[src/rtl/hall_turn_tracker.sv]
// Hall-sensor turn tracker: synchronise/debounce hall_n, measure turn period, interpolate angle.
// Optional HALL_TURN_STATS_EN adds a 16-bit wrapping turn_count output.
module hall_turn_tracker #(
  parameter int unsigned     NB_ANGLES       = 128,
  parameter int unsigned     PERIOD_WIDTH    = 32,
  parameter int unsigned     DEBOUNCE_CYCLES = 1024,
  parameter longint unsigned MAX_PERIOD      = 64'd1 << (PERIOD_WIDTH - 1)
) (
  input  logic                         clk,
  input  logic                         rst,
  input  logic                         hall_n,
  output logic                         turn_tick,
  output logic                         angle_tick,
  output logic [$clog2(NB_ANGLES)-1:0] angle,
  output logic [PERIOD_WIDTH-1:0]      period,
  output logic                         period_valid
`ifdef HALL_TURN_STATS_EN
  ,
  output logic [15:0]                  turn_count
`endif
);

  localparam int unsigned AW = $clog2(NB_ANGLES);
  localparam int unsigned DW = $clog2(DEBOUNCE_CYCLES + 1);
  localparam logic [DW-1:0]           DEB_LAST   = DW'(DEBOUNCE_CYCLES - 1);
  localparam logic [PERIOD_WIDTH-1:0] TIMEOUT_AT = PERIOD_WIDTH'(MAX_PERIOD - 64'd1);
  localparam logic [AW-1:0]           ANGLE_MAX  = AW'(NB_ANGLES - 1);
  localparam logic [PERIOD_WIDTH:0]   ANGLE_STEP = (PERIOD_WIDTH + 1)'(NB_ANGLES);

  typedef enum logic [1:0] {IDLE, MEASURE, RUN} state_t;

  logic [1:0]              sync_q;
  logic [1:0]              warm_q, warm_d;
  logic                    armed_q, armed_d;
  logic                    deb_q, deb_d, deb_dly_q;
  logic [DW-1:0]           deb_cnt_q, deb_cnt_d;
  logic                    turn_tick_q, turn_tick_d;
  state_t                  state_q, state_d;
  logic [PERIOD_WIDTH-1:0] pcnt_q, pcnt_d;
  logic [PERIOD_WIDTH-1:0] period_q, period_d;
  logic                    valid_q, valid_d;
  logic [PERIOD_WIDTH:0]   acc_q, acc_d, sum;
  logic [AW-1:0]           angle_q, angle_d;
  logic                    atick_q, atick_d;
  logic                    timeout;

  // A turn is armed only once a genuine high level has been seen after reset,
  // so a sensor already held low at reset release cannot produce a turn_tick.
  always_comb begin
    warm_d      = {warm_q[0], 1'b1};
    armed_d     = armed_q | (warm_q[1] & sync_q[1]);
    deb_d       = deb_q;
    deb_cnt_d   = '0;
    if (sync_q[1] != deb_q) begin
      if (deb_cnt_q == DEB_LAST) deb_d = sync_q[1];
      else                       deb_cnt_d = deb_cnt_q + 1'b1;
    end
    turn_tick_d = armed_q & deb_dly_q & ~deb_q;
  end

  always_comb begin
    timeout  = (pcnt_q >= TIMEOUT_AT);
    state_d  = state_q;
    pcnt_d   = timeout ? pcnt_q : pcnt_q + 1'b1;
    period_d = period_q;
    valid_d  = valid_q;
    acc_d    = acc_q;
    angle_d  = angle_q;
    atick_d  = 1'b0;
    sum      = acc_q + ANGLE_STEP;
    if (turn_tick_q) begin
      pcnt_d  = PERIOD_WIDTH'(1);
      acc_d   = '0;
      angle_d = '0;
      if (state_q == IDLE) begin
        state_d = MEASURE;
      end else begin
        state_d  = RUN;
        period_d = pcnt_q;
        valid_d  = 1'b1;
      end
    end else if (timeout) begin
      state_d  = IDLE;
      period_d = '0;
      valid_d  = 1'b0;
      acc_d    = '0;
      angle_d  = '0;
    end else if (state_q == RUN && angle_q != ANGLE_MAX) begin
      // Keeping the remainder makes the slot count exact: floor(NB_ANGLES*k/period).
      if (sum >= {1'b0, period_q}) begin
        acc_d   = sum - {1'b0, period_q};
        angle_d = angle_q + 1'b1;
        atick_d = 1'b1;
      end else begin
        acc_d = sum;
      end
    end
  end

  always_ff @(posedge clk or posedge rst) begin
    if (rst) begin
      sync_q      <= 2'b11;
      warm_q      <= '0;
      armed_q     <= 1'b0;
      deb_q       <= 1'b1;
      deb_dly_q   <= 1'b1;
      deb_cnt_q   <= '0;
      turn_tick_q <= 1'b0;
      state_q     <= IDLE;
      pcnt_q      <= '0;
      period_q    <= '0;
      valid_q     <= 1'b0;
      acc_q       <= '0;
      angle_q     <= '0;
      atick_q     <= 1'b0;
    end else begin
      sync_q      <= {sync_q[0], hall_n};
      warm_q      <= warm_d;
      armed_q     <= armed_d;
      deb_q       <= deb_d;
      deb_dly_q   <= deb_q;
      deb_cnt_q   <= deb_cnt_d;
      turn_tick_q <= turn_tick_d;
      state_q     <= state_d;
      pcnt_q      <= pcnt_d;
      period_q    <= period_d;
      valid_q     <= valid_d;
      acc_q       <= acc_d;
      angle_q     <= angle_d;
      atick_q     <= atick_d;
    end
  end

`ifdef HALL_TURN_STATS_EN
  logic [15:0] turn_count_q;

  always_ff @(posedge clk or posedge rst) begin
    if (rst)              turn_count_q <= '0;
    else if (turn_tick_q) turn_count_q <= turn_count_q + 16'd1;
  end

  assign turn_count = turn_count_q;
`endif

  assign turn_tick    = turn_tick_q;
  assign angle_tick   = atick_q;
  assign angle        = angle_q;
  assign period       = period_q;
  assign period_valid = valid_q;

endmodule

[config.mk]
export PLATFORM = sky130hd
export DESIGN_NAME = hall_turn_tracker
export DESIGN_NICKNAME = d
export VERILOG_FILES = /design/src/rtl/hall_turn_tracker.sv
export SDC_FILE = /design/constraint.sdc
export NUM_CORES = 1
export LEC_CHECK = 0
export CAP_MARGIN = 30
export CORE_MARGIN = 2
export CORE_UTILIZATION = 55
export DETAILED_ROUTE_END_ITERATION = 16
export PLACE_DENSITY = 0.75
export SYNTH_ARGS = -nofsm -noshare
export SYNTH_HDL_FRONTEND = slang
export SYNTH_SLANG_ARGS = --single-unit
[constraint.sdc]
create_clock -name clk -period 4.25 [get_ports clk]
set_input_delay 0.425 -clock clk [delete_from_list [all_inputs] [get_ports clk]]
set_output_delay 0.425 -clock clk [all_outputs]
set_load 0.005 [all_outputs]
; ---- Yosys cells after proc, flatten, opt, wreduce, memory -nomap -nowiden
; Index checks and enable logic that the tools add are counted.
[op_classes]
add_sub_neg = 5
n_lt_le_gt_ge = 2
eq_ne = 6
muxes = 25
bitwise = 5
reduce_logical = 8
[op_table]
columns = op, count
row1 = $mux 32, 5
row2 = $mux 33, 4
row3 = $add 33x8->33 const B, 1
row4 = $ge 33x32->1, 1
row5 = $sub 33x32->33, 1
row6 = $add 32x1->32 const B, 1
row7 = $ge 32x31->1 const B, 1
row8 = $mux 7, 4
row9 = $mux 11, 2
row10 = $add 11x1->11 const B, 1
row11 = $eq 11x10->1 const B, 1
row12 = $add 7x1->7 const B, 1
row13 = $mux 1, 7
row14 = $ne 7x7->1 const B, 1
row15 = $mux 2, 3
row16 = $reduce_and 2->1, 3
row17 = $reduce_bool 3->1, 2
row18 = $ne 2x2->1 const B, 2
row19 = $and 1x1->1, 3
row20 = $eq 2x2->1 const B, 1
row21 = $logic_not 2->1, 1
row22 = $reduce_bool 2->1, 1
row23 = $logic_and 1x1->1, 1
row24 = $ne 1x1->1, 1
row25 = 2 further kinds, 2
[totals]
ff_bits = 127
in_bits = 3
out_inout_bits = 42
word_cells = 65

; ---- Logic depth before layout (Yosys ltp)
[logic_depth]
word_depth = 6
ltp_mapped = 19
depth_no_buf = 18

; ---- Worst setup path after synthesis
; No wires, ideal clock.
[synth_timing]
kind = flip-flop to flip-flop
from = reg acc_q[7]
to = reg acc_q[23]
setup_ns = 0.123
arrival_time_ns = 3.657
required_ns = 4.127
setup_slack_ns = 0.471
path_stages_with_launch = 19
n_path_buf = 1
period_less_slack_ns = 3.779
path_cell_list = dfrtp_1 -> ha_1 -> nand2_1 -> nor4_2 -> and3_1 -> and3_1 -> and2_1 -> nand2_1 -> xnor2_1 -> ha_1 -> inv_1 -> nor2_1 -> a221o_1 -> a211oi_2 -> nand2_1 -> buf_2 -> nor2_1 -> nor2_1 -> o221a_2
[synth_between]
elab_chain_cells = 6
word_cells_on_any_way = 7
classes_between = 2 x add/sub / 1 x order compare / 4 x mux
[synth_lines]
columns = item, line_no
row1 = "start, declared", 42  ; logic [PERIOD_WIDTH:0] acc_q, acc_d, sum;
row2 = "start signal, assigned", 113  ; acc_q <= '0;
row3 = "start signal, assigned", 128  ; acc_q <= acc_d;
row4 = $add 33x8->33 (*), 70  ; sum = acc_q + ANGLE_STEP;
row5 = $sub 33x32->33 or $ge 33x32->1 (tied branches), "91, 90"
row6 = $mux 33 (*), 90  ; if (sum >= {1'b0, period_q}) begin
row7 = $mux 33 (*), 88  ; end else if (state_q == RUN && angle_q != ANGLE_MAX) begin
row8 = $mux 33 (*), 82  ; end else if (timeout) begin
row9 = $mux 33 (*), 71  ; if (turn_tick_q) begin
; Every way passes the cells marked *; elsewhere a longest branch is shown, timed or not. The select of a mux whose other input is x is not followed.
; A chain may end at the register's enable or synchronous reset.

; ---- Final worst setup path
[layout_timing]
from = reg acc_q[7]
to = reg acc_q[22]
; Same word-level chain as after synthesis.

==> flow_summary.json <==
{
  "grt_pass1_vias": 6369,
  "endpoint_kind": "register",
  "grt-ovfl-total": 0,
  "drv_slew": 0,
  "antenna_found_initial": 0,
  "dp_slack_ns": 0.0684,
  "cp_slowest_cell": "dfrtp_2",
  "pin_count": 45,
  "cts.path.max_buffers": 2,
  "path_max_fanout": 15,
  "cts_setup_buffers": 0,
  "wl_um": 20800,
  "rows": 43,
  "fp.dieH_um": 124,
  "comb_power_share": 0.013,
  "cts_root_buffer": "clkbuf_16",
  "yosys.area.top_type_share": 0.388,
  "switching_power_uw": 621,
  "power_density_nw_per_um2": 295,
  "cts_tree": "built",
  "synth-compound-area-share": 0.183,
  "dr.pass1.iters": 6,
  "worstPathArrival_ns": 4.33,
  "numCtsBuffers": 17,
  "fin_nets": 980,
  "dp_hpwl_um": 14700,
  "gp_congestion": 0.924,
  "ir_drop_mv": 0.307,
  "tightest_slew_ns": 0.791,
  "netlist_area_um2": 7930,
  "synthMuxAreaShare": 0.00521,
  "synth-edff-count": 0,
  "seq_power_share": 0.445,
  "ant_nets": 0,
  "grt-busiest-layer": "met2",
  "relSlewSlack": 0.473,
  "grt_max_degree": 52,
  "grt_use_met2": 0.422,
  "synthAdderAreaFrac": 0.0593,
  "cts_htree_levels": 4,
  "met1_usage": 0.421,
  "cellLeakagePower_uw": 0.00431,
  "clockPowerShare": 0.542,
  "synth_top_family_by_area": "simple AND/OR/NAND/NOR gates",
  "num_antenna_cells": 0,
  "grtUsageMet3": 0.0636,
  "fin_crit_sh": 0.946,
  "yosysWarnings": 0,
  "clkSinkCount": 127,
  "async_reset_ff_frac": 1.00,
  "grt_usage": 0.287,
  "setup_tns_ns": 0,
  "synth_area_leaders": "dfrtp_1 39%, ha_1 5.7%, xnor2_1 5.2%",
  "wl_per_cell_um": 18.4,
  "synthSimpleGateAreaFrac": 0.207,
  "drtIter0Drc": 652,
  "grt_pass1_wl_um": 33400,
  "synth.largest_area_cell": "dfrtp_1",
  "outcome": "finished, final reports clean",
  "skew_ns": 0.0113,
  "synth.avg_cell_area_um2": 8.93,
  "drive_gt1_frac": 0.104,
  "cts_hold_buf": 0,
  "vias": 6914,
  "crit_path_start_kind": "register",
  "fin_crit_ns": 4.02,
  "finalHoldViolCount": 0,
  "max_freq_ghz": 0.249,
  "critPathRequiredTime_ns": 4.56,
  "drc_errors": 0,
  "syn2layout_area_growth_pct": 17.0,
  "syn_inst": 888,
  "worstSkewPairLatency_ns": 0.43,
  "path_cells": "and3_2, and3_1, and3_2, and2_2, nand3_1, xnor2_2, ha_2, and3_1, and2_1, a21oi_2, o21ai_1, a211oi_4, and2_4, buf_4, a21oi_1, a211oi_1",
  "netSwitchingFraction": 0.227,
  "setup_ws_ns": 0.230,
  "rsz0062_at_grt": "yes",
  "core_area_um2": 14000,
  "p_total_uw": 2740,
  "initial_utilization": 0.567,
  "critPathKind": "reg2reg",
  "ys_ff_latch": 127,
  "fp.dieArea_um2": 15400,
  "drv_cap": 0,
  "synthXorXnorAreaFrac": 0.102,
  "via_per_inst": 6.10,
  "die_w_um": 124,
  "max_stage_delay_ns": 0.42,
  "p_int_uw": 2120,
  "n_fill_cell": 1175,
  "numPortBuffers": 44,
  "synth_nets": 928,
  "finalSetupViolCount": 0,
  "synth_ff_type": "dfrtp_1",
  "synth_cell_types": 68,
  "seq_area_frac_synth": 0.401,
  "min_path_type": "reg2reg",
  "cts.clk_slew.worst_paths_ns": 0.07
}
==> worst max-delay path: cells and delay by family (launching register included) <==
kind | cells | cell delay, ns
simple gates | 8 | 1.72
compound gates | 5 | 0.99
flops | 1 | 0.42
buf+inv | 1 | 0.19
fa+ha+maj | 1 | 0.36
xor+xnor | 1 | 0.23
==> what timing repair did <==
action,in CTS,in global routing
pin swaps,0,2
endpoints found under the setup margin,1,40
resized for setup,1,14
==> layout by cell type, fill, tap and decap left out, drive strengths merged, types with 20 or more instances in the layout <==
cell and instances:
a21oi 74, a22o 32, and3 22, buf 23
clkdlybuf4s50 44, dfrtp 123, ha 36, inv 55
nand2 75, nand3 39, nand4 20, nor2 98
o21ai 42, xnor2 47, xor2 45
==> Yosys cell counts (all sizes together), types with 22 or more instances <==
library cell and instances:
ha 36, o21ai 42, nand3 39, inv 49, nand2 75, xor2 45, nor2 98, and3 22
dfrtp 123, xnor2 47, a21oi 74, a22o 32
==> power groups by stage <==
stage | Combinational, uW | Clock (uW) | Sequential [uW]
finish | 34.8 | 1480 | 1220
global route | 41.5 | 1550 | 1220
CTS | 36.9 | 1500 | 1220
detailed placement | 36.8 | 0 | 1240
global placement | 36.3 | 0 | 1240
floorplan | 23.6 | 0 | 1240
==> sequential cells by signal (all words and copies together) (netlist names) <==
register and cells:
sync_q 2, angle_tick 1, state_q 2, deb_cnt_q 11, pcnt_q 32, armed_q 1, deb_q 1, angle 7
turn_tick 1, period_valid 1, warm_q 2, acc_q 33, period 32, deb_dly_q 1
==> path summary, 6_finish.rpt <==
check,start,endpoint,slack [ns],cells after the start
worst max-delay path,acc_q[7]$_DFFE_PP0P_,acc_q[22]$_DFFE_PP0P_,0.23,16
worst min-delay path,warm_q[0]$_DFF_PP0_,warm_q[1]$_DFF_PP0_,0.35,0
worst max register to register,acc_q[7]$_DFFE_PP0P_,acc_q[22]$_DFFE_PP0P_,0.23,16
worst min register to register,warm_q[0]$_DFF_PP0_,warm_q[1]$_DFF_PP0_,0.35,0
max in group asynchronous,rst,sync_q[0]$_DFF_PP1_,2.94,3
min in group asynchronous,rst,acc_q[1]$_DFFE_PP0P_,0.46,2
==> through the flow <==
stage	area, um^2	util	hold slack (ns)	std cells
after floorplan	7930	-	0.331	888
after global placement	8640	0.617	0.331	1101
after detailed placement	8640	0.617	0.339	1101
after CTS	9240	0.661	0.353	1133
after global routing	9280	0.663	0.369	1133
final	9280	0.663	0.350	1133
==> routing by layer <==
metal  part of all wire  routed length, um
met1               0.46               9600
met2               0.45               9390
met3              0.066               1380
met4              0.021                442
met5                  0                  0
==> layout make-up <==
type	count	area [um^2]	area share
Multi-Input combinational cell	678	4450	0.480
Clock inverter	13	155	0.0167
Clock buffer	19	443	0.0477
Inverter	49	186	0.0201
Tap cell	180	225	0.0243
Sequential cell	127	3190	0.343
Timing Repair Buffer	67	629	0.0678
==> cell families after synthesis <==
family          after synthesis
simple gates                324
buf+inv                      83
other cells                   1
mux                           4
fa+ha+maj                    37
flops                       127
compound gates              220
xor+xnor                     92
Power figures use the tool's default switching activity.
